`src/rtl/regfile_checker_pkg.sv`:
```
// Shared state encoding and default widths for the regfile run-and-verify harness.
package regfile_checker_pkg;

  typedef enum logic [1:0] {
    ST_IDLE = 2'd0,
    ST_RUN  = 2'd1,
    ST_SCAN = 2'd2,
    ST_DONE = 2'd3
  } state_e;

  localparam int unsigned DEF_DATA_W   = 32;
  localparam int unsigned DEF_NUM_REGS = 32;
  localparam int unsigned DEF_ADDR_W   = 5;
  localparam int unsigned DEF_CYC_W    = 16;

endpackage

```
`src/rtl/regfile_checker_cmp.sv`:
```
// Two-stage capture/compare pipeline with saturating error counter and first-error latch.
module regfile_checker_cmp
  import regfile_checker_pkg::*;
#(
  parameter int unsigned DATA_W   = DEF_DATA_W,
  parameter int unsigned NUM_REGS = DEF_NUM_REGS,
  parameter int unsigned ADDR_W   = DEF_ADDR_W
) (
  input  logic              clock,
  input  logic              reset,
  input  logic              clear,
  input  logic              cap_en,
  input  logic              drain_last,
  input  logic [ADDR_W-1:0] cap_idx,
  input  logic [DATA_W-1:0] reg_data,
  input  logic [DATA_W-1:0] exp_data,
  output logic [ADDR_W:0]   err_count,
  output logic [ADDR_W-1:0] first_err_reg,
  output logic [DATA_W-1:0] first_err_exp,
  output logic [DATA_W-1:0] first_err_act,
  output logic              pass
);

  localparam int unsigned ERR_W = ADDR_W + 1;

  logic              cap_valid_q, cap_valid_d;
  logic [ADDR_W-1:0] cap_idx_q, cap_idx_d;
  logic [DATA_W-1:0] cap_data_q, cap_data_d;
  logic [ERR_W-1:0]  err_count_q, err_count_d;
  logic [ADDR_W-1:0] first_err_reg_q, first_err_reg_d;
  logic [DATA_W-1:0] first_err_exp_q, first_err_exp_d;
  logic [DATA_W-1:0] first_err_act_q, first_err_act_d;
  logic              pass_q, pass_d;
  logic              mismatch_c;

  // Stage 1 captures the read-port data; stage 2 meets the ROM data one cycle later.
  always_comb begin
    cap_valid_d     = cap_en;
    cap_idx_d       = cap_idx_q;
    cap_data_d      = cap_data_q;
    err_count_d     = err_count_q;
    first_err_reg_d = first_err_reg_q;
    first_err_exp_d = first_err_exp_q;
    first_err_act_d = first_err_act_q;
    pass_d          = pass_q;
    mismatch_c      = cap_valid_q && (cap_data_q != exp_data);

    if (cap_en) begin
      cap_idx_d  = cap_idx;
      cap_data_d = reg_data;
    end

    if (mismatch_c) begin
      if (err_count_q != ERR_W'(NUM_REGS)) err_count_d = err_count_q + ERR_W'(1);
      if (err_count_q == '0) begin
        first_err_reg_d = cap_idx_q;
        first_err_exp_d = exp_data;
        first_err_act_d = cap_data_q;
      end
    end

    // Verdict includes the compare retiring on the drain cycle itself.
    if (drain_last) pass_d = (err_count_d == '0);

    if (clear) begin
      cap_valid_d     = 1'b0;
      err_count_d     = '0;
      first_err_reg_d = '0;
      first_err_exp_d = '0;
      first_err_act_d = '0;
      pass_d          = 1'b0;
    end
  end

  always_ff @(posedge clock or negedge reset) begin
    if (!reset) begin
      cap_valid_q     <= 1'b0;
      cap_idx_q       <= '0;
      cap_data_q      <= '0;
      err_count_q     <= '0;
      first_err_reg_q <= '0;
      first_err_exp_q <= '0;
      first_err_act_q <= '0;
      pass_q          <= 1'b0;
    end else begin
      cap_valid_q     <= cap_valid_d;
      cap_idx_q       <= cap_idx_d;
      cap_data_q      <= cap_data_d;
      err_count_q     <= err_count_d;
      first_err_reg_q <= first_err_reg_d;
      first_err_exp_q <= first_err_exp_d;
      first_err_act_q <= first_err_act_d;
      pass_q          <= pass_d;
    end
  end

  assign err_count     = err_count_q;
  assign first_err_reg = first_err_reg_q;
  assign first_err_exp = first_err_exp_q;
  assign first_err_act = first_err_act_q;
  assign pass          = pass_q;

endmodule

```
`config.mk`:
```
export PLATFORM = sky130hd
export DESIGN_NAME = regfile_checker_cmp
export DESIGN_NICKNAME = d
export VERILOG_FILES = /design/src/rtl/regfile_checker_pkg.sv /design/src/rtl/regfile_checker_cmp.sv
export SDC_FILE = /design/constraint.sdc
export NUM_CORES = 1
export LEC_CHECK = 0
export BUFFER_PORTS_ARGS = -buffer_cell sky130_fd_sc_hd__buf_2
export CAP_MARGIN = 0
export CORE_ASPECT_RATIO = 0.6
export CORE_MARGIN = 3
export CORE_UTILIZATION = 51
export DETAILED_ROUTE_END_ITERATION = 6
export GPL_TIMING_DRIVEN = 0
export PLACE_DENSITY_LB_ADDON = 0.1
export SLEW_MARGIN = 30
export SYNTH_ARGS = -nofsm -noshare
export SYNTH_HDL_FRONTEND = slang
export SYNTH_SLANG_ARGS = --single-unit
```
`constraint.sdc`:
```
create_clock -name clock -period 2.1 [get_ports clock]
set_input_delay 0.21 -clock clock [delete_from_list [all_inputs] [get_ports clock]]
set_output_delay 0.21 -clock clock [all_outputs]
set_load 0.05 [all_outputs]
```
# Yosys cells after proc, flatten, opt, wreduce, memory -nomap -nowiden
# Index checks and enable logic that the tools add are counted.
[classes]
add_sub_neg = 1
eq_ne = 2
n_mux = 15
n_reduce_logical = 7
[op_table]
columns = ["cell", "n"]
rows = [
  ["two-way mux 32 bit", 6],
  ["!= test 32 bit", 1],
  ["two-way mux 6 bit", 3],
  ["two-way mux 5 bit", 3],
  ["logical NOT 6 bit", 2],
  ["adder 6 x 1 -> 6 bit (second input constant)", 1],
  ["!= test 6 bit (second input constant)", 1],
  ["nonzero test 2 bit", 3],
  ["two-way mux 1 bit", 3],
  ["AND reduction 2 bit", 1],
  ["logical AND 1 bit", 1],
]
[totals]
ff_bits = 114
inputBits = 74
out_inout_bits = 76
wordCells = 33

# Depth between registers and ports, before layout
[depth]
depth_word = 6
mapped_depth = 10
ltp_nobuf = 8

# Worst setup path before layout
# No wires, ideal clock.
[synth_timing]
path_kind = "reg-to-reg"
from = "register err_count_q[0] (netlist: err_count[0])"
to = "register first_err_reg_q[0] (netlist: first_err_reg[0])"
setup_time_ns = 0.136
arrival_ns = 1.889
required_time_ns = 1.964
path_slack_ns = 0.075
path_stages_with_launch = 10
n_path_buf = 3
period_less_slack_ns = 2.025
path_cell_list = "dfrtp_1 inv_1 ha_1 nor3b_1 and3_1 buf_2 buf_6 buf_6 nand2_1 a21oi_1"
[synth_via]
elab_chain_cells = 3
[synth_rtl]
columns = ["element", "line_no", "rtl"]
rows = [
  ["start: declaration", "regfile_checker_cmp.sv:29", "logic [ERR_W-1:0] err_count_q, err_count_d;"],
  ["start signal: assignment", "regfile_checker_cmp.sv:89", "err_count_q <= err_count_d;"],
  ["logical NOT 6 bit", "regfile_checker_cmp.sv:55", "if (err_count_q == '0) begin"],
  ["nonzero test 2 bit (no source line)", "n/a", ""],
  ["AND reduction 2 bit (no source line)", "n/a", ""],
  ["end signal: assignment", "regfile_checker_cmp.sv:90", "first_err_reg_q <= first_err_reg_d;"],
  ["end: declaration", "regfile_checker_cmp.sv:30", "logic [ADDR_W-1:0] first_err_reg_q, first_err_reg_d;"],
]
# Every way passes these cells.
# A chain may end at the register's enable or synchronous reset.

# Final worst setup path
[layout_timing]
from = "register cap_data_q[9]"
to = "register first_err_exp_q[28] (netlist: first_err_exp[28])"
[layout_via]
elab_chain_cells = 4
[layout_rtl]
columns = ["element", "line_no", "rtl"]
rows = [
  ["start: declaration", "regfile_checker_cmp.sv:28", "logic [DATA_W-1:0] cap_data_q, cap_data_d;"],
  ["start signal: assignment", "regfile_checker_cmp.sv:88", "cap_data_q <= cap_data_d;"],
  ["!= test 32 bit", "regfile_checker_cmp.sv:46", "mismatch_c = cap_valid_q && (cap_data_q != exp_data);"],
  ["logical AND 1 bit", "regfile_checker_cmp.sv:46", ""],
  ["nonzero test 2 bit (no source line)", "n/a", ""],
  ["AND reduction 2 bit (no source line)", "n/a", ""],
  ["end signal: assignment", "regfile_checker_cmp.sv:91", "first_err_exp_q <= first_err_exp_d;"],
  ["end: declaration", "regfile_checker_cmp.sv:31", "logic [DATA_W-1:0] first_err_exp_q, first_err_exp_d;"],
]
# Every way passes these cells.

==> metrics.cfg <==
[outcome]
run_status = finished, violations left
violated_checks = setup timing

[power]
power-per-cell-area_nw_per_um2 = 989
post-layout-total-power_w = 0.00684
ir_worst_vdd_v = 0.000703
leakage_nw = 3.35

[timing]
skew_ns = 0.00607
timing.fmax_ghz = 0.472
worst_slack_ns = -0.0196
grt_setup_unrepaired = yes
hold_viol_final = 0
final_min_period_over_clock_period = 1.01
fin_crit_ns = 2.12
timing_max_transition_violations_final = 0
setup_viol = 1
worst_slew_pin_slew_ns = 0.807
slew_headroom = 0.462
totalNegativeSetupSlack_ns = -0.0196

[final_layout]
mostFrequentLayoutCell = buf_2
final_net_count = 727
fill_cells = 664
layout_common_cells = 151 x buf_2, 129 x nand2_1, 113 x dfrtp_1
antenna_diode_instance_count = 0
multi_input_gate_area_in_the_final_layout_um2 = 2110
design_area_um2 = 6920
syn_to_final_growth_pct = 40.2
drive_gt1_frac = 0.420
layout.area.seq_um2 = 2850

[die]
core_region_area_um2 = 9290
design.die.area_um2 = 10900
io-pin-count = 150
row_count = 27
starting_density = 0.531
fp.dieW_um = 133
height_of_the_chip_um = 82.2

[placed_design]
gpl.final_weighted_congestion = 0.834
portBuffers = 147
dp_hpwl_um = 10200
placedInstanceArea_um2 = 5870

[detailed_routing]
drc = 0
detail_route.wirelength_um = 14800
detailedRoute.firstPassIterationCount = 5
via_per_inst = 5.40
final_routed_wire_length_divided_by_cell_count_um = 18.7
detail-route-antenna-nets = 0
route.vias.total = 4285
drt_first_iter_violations = 328

[yosys]
avgSynthCellArea_um2 = 10.4
mapped_cells = 476
synthTopCellsByArea = dfrtp_1 58%, nand2_1 11%, mux2_2 8.4%
yosys_register_bits = 114
synth_top_cell_by_area = dfrtp_1
seq_area_frac_synth = 0.578
post_synth_instance_area_um2 = 4930
yosysUniqueCellTypes = 31
synth_top_area_frac = 0.578
ys.warnings.count = 0
postSynthNetCount = 552

[clock_network]
h-tree-depth = 4
cts.root.buffer_cell = clkbuf_16
clk-insertion-delay-late_ns = 0.41
tritoncts = done
cts.sinks = 114
cts.reportedPaths.clkPinSlew_ns = 0.05
clock_path_buffers = 2
cts_made_buffers = 17

[hold_path]
worstHoldPathType = in -> reg

[global_route]
grt-ovfl-total = 0
globalRouteTotalUtil = 0.268
grt_pass1_vias = 4075
grt_pass1_wl_um = 21900
grt_start_max_net_pins = 63
antenna_found_initial = 0

[critical_path]
path_max_fanout = 7
worstSetupEndpointType = flop
timing.critical_path.from_type = flop
path_class = reg -> reg
arrival_ns = 2.39
timing.critical_path.required_ns = 2.37

[flow_run]
cap_viol_max_count = 0

## per-stage QoR
stage	setup slack, ns	instances	hold WS (ns)	utilization
after floorplan	0.0747	476	-0.0856	-
final	-0.0196	794	0.0288	0.745
after detailed placement	-0.152	754	0.156	0.632
after global placement	-0.502	753	0.443	0.628
after global routing	-0.123	794	0.0226	0.745
after CTS	0.0125	787	0.0201	0.713
## per-layer routing
layer  part of all wire  track usage
met2               0.44        0.389
met5                  0            0
met3              0.093       0.0799
met4              0.012       0.0902
met1               0.45        0.387
## critical path, stage by stage (launching register included)
cell and delay, ns:
dfrtp_1 0.40, xnor2_1 0.28, nand4_1 0.17, nor4_2 0.31
a21boi_2 0.16, and3_4 0.22, buf_12 0.15, clkbuf_16 0.16
nand2_2 0.07, a21oi_1 0.05
## path summary, 6_finish.rpt
path,from,to,slack [ns],cells past startpoint
setup / recovery,cap_data_q[9]$_DFFE_PN0P_,first_err_exp[28]$_DFFE_PN0P_,-0.02,9
hold / removal,cap_idx[3],cap_idx_q[3]$_DFFE_PN0P_,0.03,2
hold reg to reg,pass$_DFFE_PN0P_,pass$_DFFE_PN0P_,0.50,1
min in group asynchronous,reset,first_err_act[22]$_DFFE_PN0P_,0.30,2
setup reg to reg,cap_data_q[9]$_DFFE_PN0P_,first_err_exp[28]$_DFFE_PN0P_,-0.02,9
max in group asynchronous,reset,cap_data_q[11]$_DFFE_PN0P_,1.14,3
## cells in the mapped netlist
cell	n
nand4_1	10
mux2i_1	2
or4_1	1
mux2_2	37
o21ai_0	1
nor4_2	2
nor2b_1	1
nand4b_1	1
nor3_1	1
o211ai_1	1
nand2_1	142
nand3_1	1
clkbuf_1	13
a21oi_1	72
xnor2_1	33
ha_1	2
nor3b_1	2
o41ai_1	1
dfrtp_1	114
a22o_1	1
nand3b_1	1
inv_1	2
and3_1	3
buf_4	2
buf_6	2
nor4_1	1
buf_2	13
a21boi_2	1
nor2_1	9
nand3_2	1
xor2_1	3
## timing repair
| action | CTS | global route |
|---|---|---|
| hold buffers | 1 | 0 |
| endpoints found under the setup margin | 70 | 63 |
| buffers inserted | 1 | 4 |
| endpoints found under the hold margin | 52 | 0 |
| gates resized for setup | 9 | 55 |
| gates cloned | 0 | 3 |
| pin swaps | 5 | 14 |
## cells by family after synthesis
family / share of synthesized area
mux: 0.0885
xor+xnor: 0.0639
flops: 0.578
buf+inv: 0.0322
fa+ha+maj: 0.00507
compound gates: 0.0814
simple gates: 0.151
## cell type report
cell class | instances | area share
plain buffers | 29 | 0.0282
clock buffers | 21 | 0.0680
clock inverters | 11 | 0.0297
inverters | 2 | 0.00109
multi-input cells | 330 | 0.306
flip-flops and latches | 114 | 0.413
well taps | 130 | 0.0235
repair buffers | 157 | 0.131
## where the power goes
group / switching (W) / internal, W / leakage, nW
sequential: 0.000124 / 0.00235 / 1.48
clock: 0.000992 / 0.00231 / 0.337
combinational: 0.000688 / 0.000385 / 1.53
total: 0.00180 / 0.00504 / 3.35
No activity file was read; power rests on OpenSTA's default activity.
